<file path="src/rtl/p19_nanov_alu_seq.sv">
// Sequencer for a bit-serial 32-bit ALU: streams operands LSB first and collects the result.
// Optional feature macro: NANOV_ALU_ABORT_EN adds an abort input that cancels a running operation.
module p19_nanov_alu_seq (
    input  logic        clk,
    input  logic        rstn,
`ifdef NANOV_ALU_ABORT_EN
    input  logic        abort,
`endif
    input  logic        start,
    input  logic [3:0]  op,
    input  logic [31:0] a,
    input  logic [31:0] b,
    output logic        busy,
    output logic        done,
    output logic [31:0] result,
    output logic [3:0]  alu_op,
    output logic        alu_a,
    output logic        alu_b,
    output logic        alu_cy_in,
    input  logic        alu_d,
    input  logic        alu_cy_out,
    input  logic        alu_lts
);

    localparam logic ST_IDLE = 1'b0;
    localparam logic ST_RUN  = 1'b1;

    logic        r_state;
    logic [3:0]  r_op;
    logic [31:0] r_a_sr;
    logic [31:0] r_b_sr;
    logic [30:0] r_rsr;
    logic [31:0] r_result;
    logic [4:0]  r_cnt;
    logic        r_cy;
    logic        r_done;

    logic        w_abort;
    logic        w_slt_bit;
    logic [31:0] w_final;

`ifdef NANOV_ALU_ABORT_EN
    assign w_abort = abort;
`else
    assign w_abort = 1'b0;
`endif

    // Compares finish on the final carry / signed-less-than flag instead of the streamed bits.
    assign w_slt_bit = r_op[0] ? ~alu_cy_out : alu_lts;

    // Value loaded into result at the edge that ends bit 31.
    always_comb begin
        w_final = {alu_d, r_rsr};
        if (r_op[3:1] == 3'b001) begin
            w_final = {31'b0, w_slt_bit};
        end else begin
            w_final = {alu_d, r_rsr};
        end
    end

    // Operation sequencing, operand/result shifting and completion.
    always_ff @(posedge clk or negedge rstn) begin
        if (!rstn) begin
            r_state  <= ST_IDLE;
            r_op     <= 4'b0000;
            r_a_sr   <= 32'h0000_0000;
            r_b_sr   <= 32'h0000_0000;
            r_rsr    <= 31'h0000_0000;
            r_result <= 32'h0000_0000;
            r_cnt    <= 5'd0;
            r_cy     <= 1'b0;
            r_done   <= 1'b0;
        end else begin
            r_done <= 1'b0;
            case (r_state)
                ST_IDLE: begin
                    if (start) begin
                        r_state <= ST_RUN;
                        r_op    <= op;
                        r_a_sr  <= a;
                        r_b_sr  <= b;
                        r_cnt   <= 5'd0;
                        r_cy    <= op[1] | op[3];
                    end else begin
                        r_state <= ST_IDLE;
                    end
                end
                ST_RUN: begin
                    if (w_abort) begin
                        r_state <= ST_IDLE;
                    end else begin
                        r_a_sr <= {1'b0, r_a_sr[31:1]};
                        r_b_sr <= {1'b0, r_b_sr[31:1]};
                        r_cy   <= alu_cy_out;
                        r_rsr  <= {alu_d, r_rsr[30:1]};
                        r_cnt  <= r_cnt + 5'd1;
                        if (r_cnt == 5'd31) begin
                            r_state  <= ST_IDLE;
                            r_done   <= 1'b1;
                            r_result <= w_final;
                        end else begin
                            r_state <= ST_RUN;
                        end
                    end
                end
                default: begin
                    r_state <= ST_IDLE;
                end
            endcase
        end
    end

    assign busy      = r_state;
    assign done      = r_done;
    assign result    = r_result;
    assign alu_op    = r_state ? r_op : 4'b0000;
    assign alu_a     = r_state & r_a_sr[0];
    assign alu_b     = r_state & r_b_sr[0];
    assign alu_cy_in = r_state & r_cy;

endmodule

</file>
<file path="config.mk">
export PLATFORM = sky130hd
export DESIGN_NAME = p19_nanov_alu_seq
export DESIGN_NICKNAME = d
export VERILOG_FILES = /design/src/rtl/p19_nanov_alu_seq.sv
export SDC_FILE = /design/constraint.sdc
export NUM_CORES = 1
export LEC_CHECK = 0
export ABC_CLOCK_PERIOD_IN_PS = 2150
export CAP_MARGIN = 20
export CORE_ASPECT_RATIO = 1.1
export CORE_UTILIZATION = 30
export DETAILED_ROUTE_END_ITERATION = 7
export DONT_BUFFER_PORTS = 1
export PLACE_DENSITY = 0.46
export SLEW_MARGIN = 15
export SYNTH_ARGS = -nofsm -noshare
export SYNTH_HDL_FRONTEND = slang
export SYNTH_SLANG_ARGS = --single-unit
</file>
<file path="constraint.sdc">
create_clock -name clk -period 2.15 [get_ports clk]
set_input_delay 0.215 -clock clk [delete_from_list [all_inputs] [get_ports clk]]
set_output_delay 0.215 -clock clk [all_outputs]
set_load 0.02 [all_outputs]
</file>
==> out/metrics.csv, run 1 <==
stage,metric,value,unit
drt,firstDrtPassIters,4,
cts,cts_root_buf,clkbuf_16,
drt,drtIter0Drc,106,
final_layout,finalNetCount,567,
floorplan,die-area,0.01993,mm2
timing,maxSlewHeadroom,0.4982,
timing,period_share,0.9169,
synth,netlist.area_leader.share,0.5986,
pwr,ir_drop,0.0006348,V
synth,ys_types,27,
final_layout,layout_common_cells,"138 x dfrtp_1, 66 x nand2_1, 65 x mux2i_1, 65 x o21ai_0, 35 x mux2_2",
drt,viasPerCell,4.737,
timing,tns,0,ns
drt,routed_wl,12060,um
timing,hold_viol,139,
synth,syn-cell-area,0.005811,mm2
synth,seq_area_frac_synth,0.5986,
timing,drv_slew,0,
final_layout,drive_gt1_frac,0.1567,
cts,clock_sinks,139,
cts,h-tree-depth,4,
synth,netlist_top_cells_area,"dfrtp_1 60%, mux2i_1 11%, mux2_2 6.8%",
timing,skew,0.01080,ns
global_routing,antenna_found_initial,1,
cts,postCtsHoldBufs,30,
job,drv_cap,0,
critical_path,critPathMaxFanout,31,
cts,cts_buffers,17,
pwr,leakagePower,3.161,nW
floorplan,start_util,0.3053,
critical_path,critPathBufInv,0,
global_routing,overflow,0,
floorplan,io_pins,115,
critical_path,reg2reg_from,r_cnt[0]$_DFFE_PN0P_,
drt,vias,3562,
run_status,violations,hold timing,
floorplan,core,0.01903,mm2
critical_path,critical-path-max-stage-delay,0.61,ns
drt,wl_per_cell,16.04,um
global_routing,track_usage,0.1289,
placement,placed_cells,689,
critical_path,crit_arrival,2.33,ns
timing,fmax,507.3,MHz
placement,io_buffers,0,
timing,whs,-0.5087,ns
critical_path,cp_slowest_cell,nor2_4,
placement,gp_congestion,0.7329,
final_layout,num-fill-cells,1868,
timing,min_period,1.971,ns
synth,synth_seq_cells,139,
global_routing,grt_pass1_vias,3681,
cts,clkTransAtPathRegs,0.07,ns
synth,yosys_warnings,0,
synth,syn_area_per_cell,12.39,um2
run_status,status,"complete, but fails checks",
final_layout,layout_commonest_cell,dfrtp_1,
synth,syn_nets,545,
cts,clockBufferDepth,2,
final_layout,stdcell_count,752,
cts,cts_tree,done,
worst_hold_path,hold_path.class,in -> async,
global_routing,grt_max_degree,140,
critical_path,r2r-end,result[18]$_DFFE_PN0P_,
drt,drc,0,
floorplan,fp-row-count,53,
synth,syn_inst,469,
global_routing,grt_pass1_wl,19730,um
timing,rsz0062_at_grt,no,
critical_path,rr_worst_depth,6,
critical_path,crit_family,simple AND/OR/NAND/NOR gates,
timing,setup-violations-final,0,
critical_path,worstSetupPathType,reg -> reg,
critical_path,cp_data_required_time,2.51,ns
cts,clock_latency,0.42,ns
synth,yosys.area.top_type,dfrtp_1,
placement,dp_hpwl,7481,um
critical_path,r2r_slack,0.18,ns
critical_path,cp-start-kind,register,
final_layout,area_delta_synth_final,18.24,%
floorplan,die_w,134.7,um
drt,postRouteAntennaNets,0,
critical_path,setup.worst_path.end_class,register,
floorplan,die_h,148.0,um
critical_path,critPathMostFrequentCell,ha_1,
pwr,powerDensity,1366,mW/mm2
timing,worst_slew_pin_slew,0.7509,ns
critical_path,crit_chain,ha_1 -> and3_1 -> ha_1 -> nand2_4 -> nor2_4 -> a22o_1,
-- synthesized netlist by cell type --
master,count
o22ai_1,1
a22o_1,32
nand2_1,66
a21o_1,1
clkbuf_1,6
nor3b_1,1
nand2_4,1
and2_1,7
ha_1,2
buf_2,19
nor2b_2,1
inv_1,1
dfrtp_1,139
mux2_2,35
xnor2_1,1
o31ai_2,1
mux2i_1,65
nor3b_2,1
nor2_1,5
o21ai_0,65
nand2b_1,6
buf_4,4
nand3_1,1
and3_1,2
nor2_4,1
xor2_1,1
buf_6,4
-- power breakdown --
group	switching (W)	leakage [nW]	total, W	internal, W
logic	0.000856	1.09	0.00189	0.00103
clock network	0.00128	0.281	0.00282	0.00154
registers	0.00101	1.79	0.00467	0.00366
total	0.00315	3.16	0.00938	0.00623
-- worst register-to-register path, stage by stage, from the launching register on --
cell	delay, ns
dfrtp_1	0.40
ha_1	0.20
and3_1	0.18
ha_1	0.19
nand2_4	0.08
nor2_4	0.61
a22o_1	0.25
-- registers in the layout, indices dropped and copies added, names as in the netlist --
name / cells
r_a_sr: 32
r_rsr: 31
r_op: 4
r_b_sr: 32
busy: 1
r_cnt: 5
r_cy: 1
result: 32
done: 1
-- what timing repair did --
| item | CTS | global route |
|---|---|---|
| setup buffers | 0 | 0 |
| gates resized for setup | 0 | 0 |
| hold endpoints to repair | 173 | 139 |
-- routing by layer --
layer,vias up,track usage,part of all wire
met1,1743,0.1699,0.45
met4,0,0.05056,0.016
li1,1701,-,-
met5,-,0,0
met2,101,0.1894,0.44
met3,17,0.04973,0.092
-- final cells by class --
class / count / area [um2] / share of cell area
tap: 247 / 309.0 / 0.04498
antenna: 1 / 2.502 / 0.0003642
clock buffer: 17 / 425.4 / 0.06192
inverter: 1 / 3.754 / 0.0005463
multi-input combinational: 296 / 2136 / 0.3109
timing repair buffer: 36 / 370.4 / 0.05391
sequential: 139 / 3482 / 0.5068
clock inverter: 15 / 141.4 / 0.02058
-- worst max-delay path by stage --
stage | from | endpoint | slack (ns) | cells after the start
after floorplan | r_cnt[0]$_DFFE_PN0P_ | result[24]$_DFFE_PN0P_ | 0.59 | 7
after global placement | r_cnt[0]$_DFFE_PN0P_ | result[9]$_DFFE_PN0P_ | 0.25 | 6
after detailed placement | r_cnt[0]$_DFFE_PN0P_ | result[19]$_DFFE_PN0P_ | 0.16 | 6
after CTS | r_cnt[0]$_DFFE_PN0P_ | result[10]$_DFFE_PN0P_ | 0.14 | 6
after global routing | r_cnt[0]$_DFFE_PN0P_ | result[29]$_DFFE_PN0P_ | 0.01 | 6
final | r_cnt[0]$_DFFE_PN0P_ | result[18]$_DFFE_PN0P_ | 0.18 | 6
-- metrics by stage --
stage,util,power (W),area (um2),setup slack [ns],hold WS [ns]
after floorplan,-,0.006132,5811,0.5887,-0.08059
final,0.3610,0.009383,6870,0.1787,-0.5087
after global placement,0.3153,0.006516,6001,0.2475,-0.07712
after detailed placement,0.3153,0.006611,6001,0.1639,-0.07652
after global routing,0.3610,0.01002,6870,0.009552,-0.5426
after CTS,0.3609,0.009545,6868,0.1443,-0.5323
-- logic make-up after synthesis --
family | count (synthesis) | synth area share
compound gates | 100 | 0.1087
xor+xnor | 2 | 0.003015
fa+ha+maj | 2 | 0.004306
buf+inv | 34 | 0.03381
flops | 139 | 0.5986
mux | 100 | 0.1798
simple gates | 92 | 0.07171
Power figures use the tool's default switching activity.
==> inputs of run 2 (changes only) <==
--- a/config.mk
+++ b/config.mk
@@ -8,10 +8,10 @@
 export ABC_CLOCK_PERIOD_IN_PS = 2150
 export CAP_MARGIN = 20
 export CORE_ASPECT_RATIO = 1.1
-export CORE_UTILIZATION = 30
+export CORE_UTILIZATION = 60
 export DETAILED_ROUTE_END_ITERATION = 7
 export DONT_BUFFER_PORTS = 1
-export PLACE_DENSITY = 0.46
+export PLACE_DENSITY = 0.78
 export SLEW_MARGIN = 15
 export SYNTH_ARGS = -nofsm -noshare
 export SYNTH_HDL_FRONTEND = slang
==> constraint.sdc (replaced) <==
create_clock -name clk -period 2.15 [get_ports clk]
set_input_delay 0.43 -clock clk [delete_from_list [all_inputs] [get_ports clk]]
set_output_delay 0.43 -clock clk [all_outputs]
set_load 0.02 [all_outputs]
==> out/metrics.csv, run 2 (synthesis gave the netlist of run 1 again) <==
stage,metric,value,unit,change
pwr,powerDensity,1444,mW/mm2,+5.8%
floorplan,die_w,95.83,um,-29%
drt,drtIter0Drc,142,,+34%
placement,dp_hpwl,6448,um,-14%
placement,gp_congestion,0.7606,,+3.8%
timing,min_period,2.031,ns,+0.06005 ns
final_layout,stdcell_count,590,,-22%
pwr,leakagePower,3.005,nW,-5.0%
critical_path,critPathBufInv,0,,unchanged
floorplan,start_util,0.6183,,+0.3130
drt,firstDrtPassIters,4,,unchanged
cts,clockBufferDepth,2,,unchanged
critical_path,crit_arrival,1.60,ns,-0.73 ns
critical_path,critical-path-max-stage-delay,0.73,ns,+0.12 ns
final_layout,layout_common_cells,"138 x dfrtp_1, 66 x nand2_1, 65 x mux2i_1, 65 x o21ai_0, 35 x mux2_2",,
cts,cts_root_buf,clkbuf_8,,
global_routing,grtUsageMet3,0.08874,,+0.03902
floorplan,die_h,105.2,um,-29%
job,drv_cap,0,,unchanged
floorplan,core,0.009398,mm2,-51%
global_routing,overflow,0,,unchanged
placement,io_buffers,0,,unchanged
critical_path,cp_data_required_time,1.72,ns,-0.79 ns
cts,cts_resized,0,,unchanged
timing,drv_slew,0,,unchanged
floorplan,io_pins,115,,unchanged
cts,clock_sinks,139,,unchanged
cts,cts_tree,done,,
timing,whs,-0.3820,ns,+0.1268 ns
global_routing,grtUsageMet2,0.3429,,+0.1534
run_status,violations,hold timing,,
final_layout,finalNetCount,536,,-5.5%
cts,cts_buffers,17,,unchanged
worst_hold_path,hold_path.class,in -> async,,
final_layout,area_delta_synth_final,9.539,%,
run_status,status,"complete, but fails checks",,
critical_path,worstSetupPathType,reg -> out,,
drt,wl_per_cell,17.49,um,+9.0%
critical_path,cp_slowest_cell,dfrtp_4,,
critical_path,crit_chain,and2_1,,
floorplan,fp-row-count,37,,-30%
drt,vias,3389,,-4.9%
pwr,ir_drop,0.0008127,V,+28%
timing,worst_slew_pin_slew,0.7055,ns,-0.04542 ns
timing,skew,0.006979,ns,-0.003819 ns
final_layout,multi_input_area,0.002136,mm2,unchanged
global_routing,grt_pass1_wl,16750,um,-15%
drt,drc,0,,unchanged
critical_path,crit_family,flip-flops,,
final_layout,regArea,0.003482,mm2,unchanged
timing,maxSlewHeadroom,0.5286,,+0.03035
placement,placed_cells,558,,-19%
floorplan,die-area,0.01008,mm2,-49%
drt,routed_wl,10320,um,-14%
final_layout,drive_gt1_frac,0.1607,,+0.003931
critical_path,critPathMaxFanout,54,,+74%
drt,postRouteAntennaNets,0,,unchanged
global_routing,track_usage,0.2207,,+0.09185
global_routing,grt_pass1_vias,3436,,-6.7%
final_layout,num_antenna_cells,0,,-1
timing,period_share,0.9448,,+0.02793
final_layout,layout_commonest_cell,dfrtp_1,,
global_routing,antenna_found_initial,0,,-1
timing,fmax,492.3,MHz,-3.0%
timing,tns,0,ns,unchanged
final_layout,post-route-util,0.6773,,+0.3163
drt,viasPerCell,5.744,,+21%
critical_path,setup.worst_path.end_class,primary output,,
timing,setup-violations-final,0,,unchanged
timing,rsz0062_at_grt,no,,
final_layout,num-fill-cells,663,,-65%
global_routing,met1_usage,0.2816,,+0.1116
cts,h-tree-depth,4,,unchanged
cts,clkTransAtPathRegs,0.06,ns,about the same
cts,clock_latency,0.51,ns,+0.09 ns
timing,hold_viol,139,,unchanged
global_routing,grt_max_degree,140,,unchanged
critical_path,cp-start-kind,register,,
global_routing,busiest_layer,met2,,
[run 2: cell types whose count changed in the layout (fill, tap and decap cells not counted), sizes merged, moves of 2 or more]
| cell | before | now |
|---|---|---|
| bufinv | 0 | 2 |
| clkbuf | 17 | 20 |
| clkinv | 3 | 6 |
| clkinvlp | 1 | 4 |
| dlygate4sd3 | 30 | 0 |
| inv | 12 | 1 |
[run 2: worst paths after layout]
path	from	endpoint	slack, ns	depth (start not counted)
setup / recovery	busy$_DFF_PN0_	alu_op[2]	0.12	1
setup reg to reg	r_cnt[0]$_DFFE_PN0P_	result[27]$_DFFE_PN0P_	0.25	6
hold reg to reg	r_a_sr[18]$_DFFE_PN0P_	r_a_sr[17]$_DFFE_PN0P_	0.49	2
hold / removal	rstn	r_a_sr[25]$_DFFE_PN0P_	-0.38	0
max in group asynchronous	rstn	r_b_sr[24]$_DFFE_PN0P_	2.34	0
min in group clk	alu_cy_out	r_cy$_DFFE_PN0P_	0.05	2
[run 2: final cells by class]
class / instances / share of cell area
Timing Repair Buffer: 5 / 0.005897
Tap cell: 117 / 0.02300
Sequential cell: 139 / 0.5471
Clock buffer: 20 / 0.06841
Multi-Input combinational cell: 296 / 0.3356
Clock inverter: 12 / 0.01946
Inverter: 1 / 0.0005897
[run 2: through the flow]
stage,cell area (um2),hold slack [ns],total power (W),worst slack (ns)
after floorplan,5811,0.1344,0.006132,0.4699
after global placement,5806,0.1383,0.006391,0.3373
after detailed placement,5806,0.1379,0.006537,0.2590
after CTS,6365,-0.4070,0.009291,0.09736
after global routing,6365,-0.4178,0.009757,0.03897
final,6365,-0.3820,0.009193,0.1187
[run 2: repair_timing]
action	in CTS	in global routing
setup endpoints to repair	0	0
setup buffers	0	0
endpoints found under the hold margin	139	139
[run 2: worst register-to-register path: stages, from the launching register on]
cell	delay, ns
dfrtp_1	0.39
ha_1	0.19
and3_1	0.17
ha_1	0.18
nand2_4	0.07
nor2_4	0.58
a22o_1	0.25
[run 2: routing by layer]
metal  part of all wire  routed length [um]
met1               0.44                4504
met2               0.48                4916
met5                  0                   0
met4              0.012                 127
met3              0.075                 769
[run 2: power breakdown]
| group | switching, W | internal [W] |
|---|---|---|
| Clock | 0.00103 | 0.00167 |
| Combinational | 0.000799 | 0.000974 |
| Sequential | 0.00106 | 0.00366 |
==> inputs of run 3 (changes only) <==
--- a/config.mk
+++ b/config.mk
@@ -12,6 +12,7 @@
 export DETAILED_ROUTE_END_ITERATION = 7
 export DONT_BUFFER_PORTS = 1
 export PLACE_DENSITY = 0.78
+export SKIP_CTS_REPAIR_TIMING = 1
 export SLEW_MARGIN = 15
 export SYNTH_ARGS = -nofsm -noshare
 export SYNTH_HDL_FRONTEND = slang
==> results of run 3 <==
The final DEF is identical to that of run 2; final timing and power are the same.
